--- config.mk ---
export PLATFORM = sky130hd
export DESIGN_NAME = channel_burst_arbiter_flat
export DESIGN_NICKNAME = d
export VERILOG_FILES = /design/src/rtl/channel_burst_arbiter_if.sv /design/src/rtl/channel_burst_arbiter.sv /design/src/flat_wrapper.sv
export SDC_FILE = /design/constraint.sdc
export NUM_CORES = 1
export LEC_CHECK = 0
export BUFFER_PORTS_ARGS = -buffer_cell sky130_fd_sc_hd__buf_2
export CAP_MARGIN = 20
export CORE_MARGIN = 4
export CORE_UTILIZATION = 25
export CTS_BUF_LIST = sky130_fd_sc_hd__clkbuf_4
export DETAILED_ROUTE_END_ITERATION = 8
export GPL_TIMING_DRIVEN = 0
export PLACE_DENSITY = 0.6
export SLEW_MARGIN = 0
export SYNTH_ARGS = -nofsm -noshare
export SYNTH_HDL_FRONTEND = slang
export SYNTH_SLANG_ARGS = --single-unit
--- constraint.sdc ---
create_clock -name clk -period 2.4 [get_ports clk]
set_input_delay 0.12 -clock clk [delete_from_list [all_inputs] [get_ports clk]]
set_output_delay 0.12 -clock clk [all_outputs]
set_load 0.01 [all_outputs]
--- src/rtl/channel_burst_arbiter_if.sv ---
// Channel handshake bundles: a single d/v/a channel and an M-wide array of them.
// The master side drives data and valid; the slave side returns the ack.
interface channel_if #(parameter int N = 32);
  logic [N-1:0] d;
  logic         v;
  logic         a;

  modport master (output d, output v, input a);
  modport slave  (input d, input v, output a);
endinterface

interface channel_array_if #(parameter int M = 4, parameter int N = 32);
  logic [M-1:0][N-1:0] d;
  logic [M-1:0]        v;
  logic [M-1:0]        a;

  modport master (output d, output v, input a);
  modport slave  (input d, input v, output a);
endinterface

--- src/rtl/channel_burst_arbiter.sv ---
// Round-robin arbiter merging M channels into one registered output channel,
// holding each grant for a burst of up to BurstMax words.
module channel_burst_arbiter #(
  parameter int M        = 4,
  parameter int N        = 32,
  parameter int BurstMax = 8
) (
  input  logic                 clk,
  input  logic                 reset,
  channel_array_if.slave       in,
  channel_if.master            out,
  input  logic [M-1:0]         enable,
  output logic [$clog2(M)-1:0] grant_id,
  output logic                 busy
);

  localparam int IW = $clog2(M);
  localparam int CW = $clog2(BurstMax + 1);

  localparam logic [0:0] IDLE   = 1'b0;
  localparam logic [0:0] LOCKED = 1'b1;

  logic [0:0]    state;
  logic [IW-1:0] ptr;
  logic [CW-1:0] count;
  logic          outV;
  logic [N-1:0]  outD;

  logic          accept;
  logic          found;
  logic          transfer;
  logic [IW-1:0] scanSel;
  logic [IW-1:0] sel;
  logic [M-1:0]  cand;

  function automatic logic [IW-1:0] nextIdx(input logic [IW-1:0] i);
    return (i == IW'(M - 1)) ? '0 : i + 1'b1;
  endfunction

  assign cand  = in.v & enable;
  assign busy  = (state == LOCKED);
  assign out.v = outV;
  assign out.d = outD;

  // First enabled, valid requester at or after ptr, wrapping around.
  always_comb begin : scanLogic
    int idx;
    idx     = 0;
    found   = 1'b0;
    scanSel = ptr;
    for (int k = 0; k < M; k++) begin
      idx = (int'(ptr) + k) % M;
      if (!found && cand[IW'(idx)]) begin
        found   = 1'b1;
        scanSel = IW'(idx);
      end
    end
  end

  always_comb begin
    accept   = ~outV | out.a;
    sel      = (state == LOCKED) ? grant_id : scanSel;
    transfer = accept & ((state == LOCKED) ? (in.v[grant_id] & enable[grant_id]) : found);
    in.a     = '0;
    if (transfer) in.a[sel] = 1'b1;
  end

  always_ff @(posedge clk) begin
    if (!reset) begin
      state    <= IDLE;
      ptr      <= '0;
      count    <= '0;
      outV     <= 1'b0;
      outD     <= '0;
      grant_id <= '0;
    end else begin
      if (accept) begin
        outV <= transfer;
        if (transfer) outD <= in.d[sel];
      end
      case (state)
        IDLE: begin
          if (transfer) begin
            grant_id <= scanSel;
            count    <= CW'(1);
            if (BurstMax == 1) ptr <= nextIdx(scanSel);
            else               state <= LOCKED;
          end
        end
        LOCKED: begin
          // A stall (accept low) never ends the burst; only disable, a gap or the limit does.
          if (!enable[grant_id]) begin
            state <= IDLE;
            ptr   <= nextIdx(grant_id);
          end else if (accept) begin
            if (in.v[grant_id]) begin
              count <= count + 1'b1;
              if (count + 1'b1 == CW'(BurstMax)) begin
                state <= IDLE;
                ptr   <= nextIdx(grant_id);
              end
            end else begin
              state <= IDLE;
              ptr   <= nextIdx(grant_id);
            end
          end
        end
      endcase
    end
  end

endmodule

--- src/flat_wrapper.sv ---
// flat-port wrapper written by rule: the top's interface ports become plain ports
module channel_burst_arbiter_flat 
#(
  parameter int M        = 4,
  parameter int N        = 32,
  parameter int BurstMax = 8
)
  (clk, reset, enable, grant_id, busy, in_d, in_v, in_a, out_d, out_v, out_a);
  channel_array_if #(.M(M), .N(N)) in_i ();
  channel_if #(.N(N)) out_i ();
  input  logic clk;
  input  logic reset;
  input  logic [M-1:0] enable;
  output logic [$clog2(M)-1:0] grant_id;
  output logic busy;
  input wire logic [$bits(in_i.d)-1:0] in_d;
  input wire logic [$bits(in_i.v)-1:0] in_v;
  output wire logic [$bits(in_i.a)-1:0] in_a;
  output wire logic [$bits(out_i.d)-1:0] out_d;
  output wire logic [$bits(out_i.v)-1:0] out_v;
  input wire logic [$bits(out_i.a)-1:0] out_a;
  assign in_i.d = in_d;
  assign in_i.v = in_v;
  assign in_a = in_i.a;
  assign out_d = out_i.d;
  assign out_v = out_i.v;
  assign out_i.a = out_a;
  channel_burst_arbiter #(.M(M), .N(N), .BurstMax(BurstMax)) u_core (.clk(clk), .reset(reset), .in(in_i), .out(out_i), .enable(enable), .grant_id(grant_id), .busy(busy));
endmodule
==> metrics.sh <==
WL_PER_CELL_UM=16.2
IR_WORST_VDD_V=0.000260
TRITONCTS_CLOCK_TREE='done'
PLACEDCELLCOUNT=623
CLK_PIN_SLEW_WORST_PATHS_NS=0.14
ANT_NETS=0
YS_TOP_CELLS_BY_AREA='sky130_fd_sc_hd__dfxtp_1 (32%), sky130_fd_sc_hd__a22oi_1 (9.5%), sky130_fd_sc_hd__a41oi_1 (7.4%), sky130_fd_sc_hd__o21ai_0 (7.1%), sky130_fd_sc_hd__o21ai_1 (6.5%)'
DIEWIDTH_UM=110
PLACE.DETAILED.HPWL_UM=8020
CRIT-REG2REG-LAUNCH='u_core.busy'
FINAL_UTIL=0.370
FIN_NETS=637
SYNTH.FF_LATCH_COUNT=42
CRITPATHKIND='flip-flop to primary output'
FINAL_CELLS=634
SETUP.WORST_PATH.START_CLASS='flip-flop'
FINALHOLDVIOLCOUNT=0
YOSYS.AREA.TOP_TYPE_SHARE=0.322
FLOW.AREA_GROWTH_FROM_SYNTHESIS_PCT=44.8
HOLD_CLASS='input pin to flip-flop'
POST_SYNTH_INSTANCE_AREA_UM2=2610
SYNTH.YOSYS.SEQ_AREA_SHARE=0.322
DRT_ITER0_MARKERS=169
VIAS_PER_CELL=4.99
GRT_SETUP_UNREPAIRED='no'
POSTPLACECELLAREA_UM2=3670
POWER_DENSITY_nW_PER_UM2=716
GLOBAL_ROUTE.USAGE.TOTAL=0.157
CLK_LATENCY_NS=0.36
GRT_PASS1_WL_UM=14800
CTS_INSERTED_BUFFERS=5
REG2REG_SETUP_SLACK_NS=0.17
GP_ROUTABILITY_CONGESTION=0.804
PIN_COUNT_OF_THE_BIGGEST_NET_ENTERING_GLOBAL_ROUTING=13
PORT_BUFFERS=178
H_TREE_DEPTH=2
HOLDWS_NS=0.0341
REMAINING_DRC_ERRORS=0
HP-START='in_d[14]'
DESIGN.PORTCOUNT=179
SYNTH.LARGEST_AREA_CELL='sky130_fd_sc_hd__dfxtp_1'
STATIC-LEAKAGE-POWER_uW=0.00165
POST_CTS_HOLD_BUFFER_COUNT=0
FMAX_GHz=0.443
COREAREA_UM2=10200
CRITICAL_PATH.STARTPOINT='u_core.ptr[1]'
CRITPATHCAPTURETYPE='primary output'
OUTCOME='completed'
DIE_AREA_UM2=12200
SYNTHCELLS=309
POSTSYNTH.ASYNCRESETSHARE=0
TIMING.FINAL.CRIT_PERIOD_NS=2.26
DRT_PASS1_ITERATIONS=4
YS.WARNINGS.COUNT=0
WORST_CLOCK_SKEW_NS=0.00746
SYNTHESIS.NETS=450
POST_ROUTE_CELLS_DRIVE_ABOVE_1_SHARE=0.469
DIE_H_UM=110
INITIAL_CORE_UTIL=0.255
MAX_CAP_VIOLS=0
FINALINSTANCEAREA_UM2=3780
CP_DATA_REQUIRED_TIME_NS=2.28
MAXSLEWHEADROOM=0.564
CTS_MAX_PATH_BUFFERS=2
VIAS_IN_THE_FIRST_GLOBAL_ROUTE=2981
ROUTE.FINAL.WIRE_LENGTH_UM=10300
LAYOUT_WORST_PATH_CYCLE_SHARE=0.941
TIMING.CRITICAL_PATH.FANOUT_MAX=10
CTS_SINKS=42
POST_SYNTH_NUM_CELL_TYPES=47
CP.ARRIVAL_NS=2.14
VIAS=3164
CTS.ROOT.BUFFER_CELL='sky130_fd_sc_hd__clkbuf_4'
POSTSYNTHAREAPERCELL_UM2=8.46
YOSYS_MOST_USED_DFF='sky130_fd_sc_hd__dfxtp_1'
GRT-OVFL-TOTAL=0
SYNTH-EDFF-COUNT=0
TIMING_WORST_SLEW_PIN_VALUE_NS=0.649
TOTALNEGATIVESETUPSLACK_NS=0
REPORT.FINAL.SLEW_VIOL_COUNT=0
ROWS=37
SETUP_VIOLATIONS=0
ANTENNA_FOUND_INITIAL=0
[final cells by class]
cell class                      instances  area (um^2)
Antenna cell                            1         2.50
Buffer                                 27          194
Clock buffer                            5         37.5
Clock inverter                          3         11.3
Fill cell                            1092         6450
Inverter                                4         15.0
Multi-Input combinational cell        235         1590
Sequential cell                        42          847
Tap cell                              136          170
Timing Repair Buffer                  181          913
[cells in the mapped netlist (all sizes together) (2+ instances only)]
master  instances
and2            5
nand2          39
dfxtp          42
o221ai          2
a211oi          2
a211o           2
a22oi          33
nor2           11
nand3b          2
mux2i           2
ha              2
buf            18
mux4            2
clkbuf         10
o21ai          71
a21oi           8
a41oi          32
o21a            3
inv             4
[cells in the final DEF, fill, tap and decap left out, types with 2 or more instances in the layout]
cell type                    n
sky130_fd_sc_hd__clkbuf_4    6
sky130_fd_sc_hd__buf_2     185
sky130_fd_sc_hd__clkinv_1    3
sky130_fd_sc_hd__a22oi_1    33
sky130_fd_sc_hd__a211o_1     2
sky130_fd_sc_hd__ha_1        2
sky130_fd_sc_hd__dfxtp_1    39
sky130_fd_sc_hd__nand3b_1    2
sky130_fd_sc_hd__a21oi_1     6
sky130_fd_sc_hd__a41oi_1    22
sky130_fd_sc_hd__a211oi_2    2
sky130_fd_sc_hd__o21ai_0    37
sky130_fd_sc_hd__o21ai_1    34
sky130_fd_sc_hd__o21a_1      3
sky130_fd_sc_hd__dfxtp_2     2
sky130_fd_sc_hd__buf_4       4
sky130_fd_sc_hd__clkbuf_1    7
sky130_fd_sc_hd__inv_1       3
sky130_fd_sc_hd__nor2_1      9
sky130_fd_sc_hd__buf_6      10
sky130_fd_sc_hd__mux4_2      2
sky130_fd_sc_hd__a41oi_2    10
sky130_fd_sc_hd__nand2_1    38
sky130_fd_sc_hd__and2_1      5
sky130_fd_sc_hd__mux2i_1     2
[per-stage QoR]
stage	setup WS, ns	total power (uW)
finish	0.141	2710
global route	0.00509	2930
CTS	0.000290	2740
detailed placement	0.164	2360
global placement	0.155	2340
floorplan	0.439	1830
[state kept, by name (all words and copies together), names as in the netlist]
register         cells
u_core.out.d        32
u_core.count         4
u_core.grant_id      2
u_core.ptr           2
u_core.busy          1
u_core.out.v         1
[routing by layer]
layer,wire length [um],part of all wire,vias up,global-route usage
met5,0,0,-,0
met4,68,0.0066,0,0.0334
met3,837,0.082,6,0.0309
met2,5040,0.49,119,0.273
met1,4320,0.42,1465,0.201
li1,-,-,1574,-
[where the power goes]
| part | internal [uW] | total (uW) | switching, uW |
|---|---|---|---|
| logic | 610 | 1400 | 791 |
| clock network | 105 | 350 | 245 |
| registers | 860 | 958 | 98.4 |
| total | 1570 | 2710 | 1130 |
[cells by family (layout without fill, tap and decap cells)]
family | count (synthesis) | count (layout) | share of synthesized area
AO/OA/AOI/OAI | 160 | 160 | 0.441
XOR/XNOR | 1 | 1 | 0.00335
adder cells (fa/ha/maj) | 2 | 2 | 0.00957
buffers and inverters | 32 | 220 | 0.0790
flip-flops | 42 | 42 | 0.322
multiplexers | 4 | 4 | 0.0249
other | 0 | 1 | 0
AND/OR/NAND/NOR | 68 | 68 | 0.121
[critical path, cell delays in order (launching register included)]
cell and delay (ns):
sky130_fd_sc_hd__dfxtp_2 0.38, sky130_fd_sc_hd__a21bo_2 0.23, sky130_fd_sc_hd__a21oi_1 0.18, sky130_fd_sc_hd__o211ai_1 0.19, sky130_fd_sc_hd__and3_1 0.25, sky130_fd_sc_hd__buf_6 0.13
sky130_fd_sc_hd__buf_6 0.14, sky130_fd_sc_hd__and2_1 0.14, sky130_fd_sc_hd__buf_2 0.13
[final timing paths]
check	to	cells after the start
max reg2reg	u_core.out.d[12]	7
min	u_core.out.d[14]	3
min reg2reg	u_core.count[0]	1
max	in_a[2]	8
[repair_timing]
action / in CTS / in global routing
gates resized for setup: 7 / 11
buffers inserted: 0 / 3
pin swaps: 0 / 2
setup endpoints to repair: 4 / 4
(Power assumes the default switching activity.)
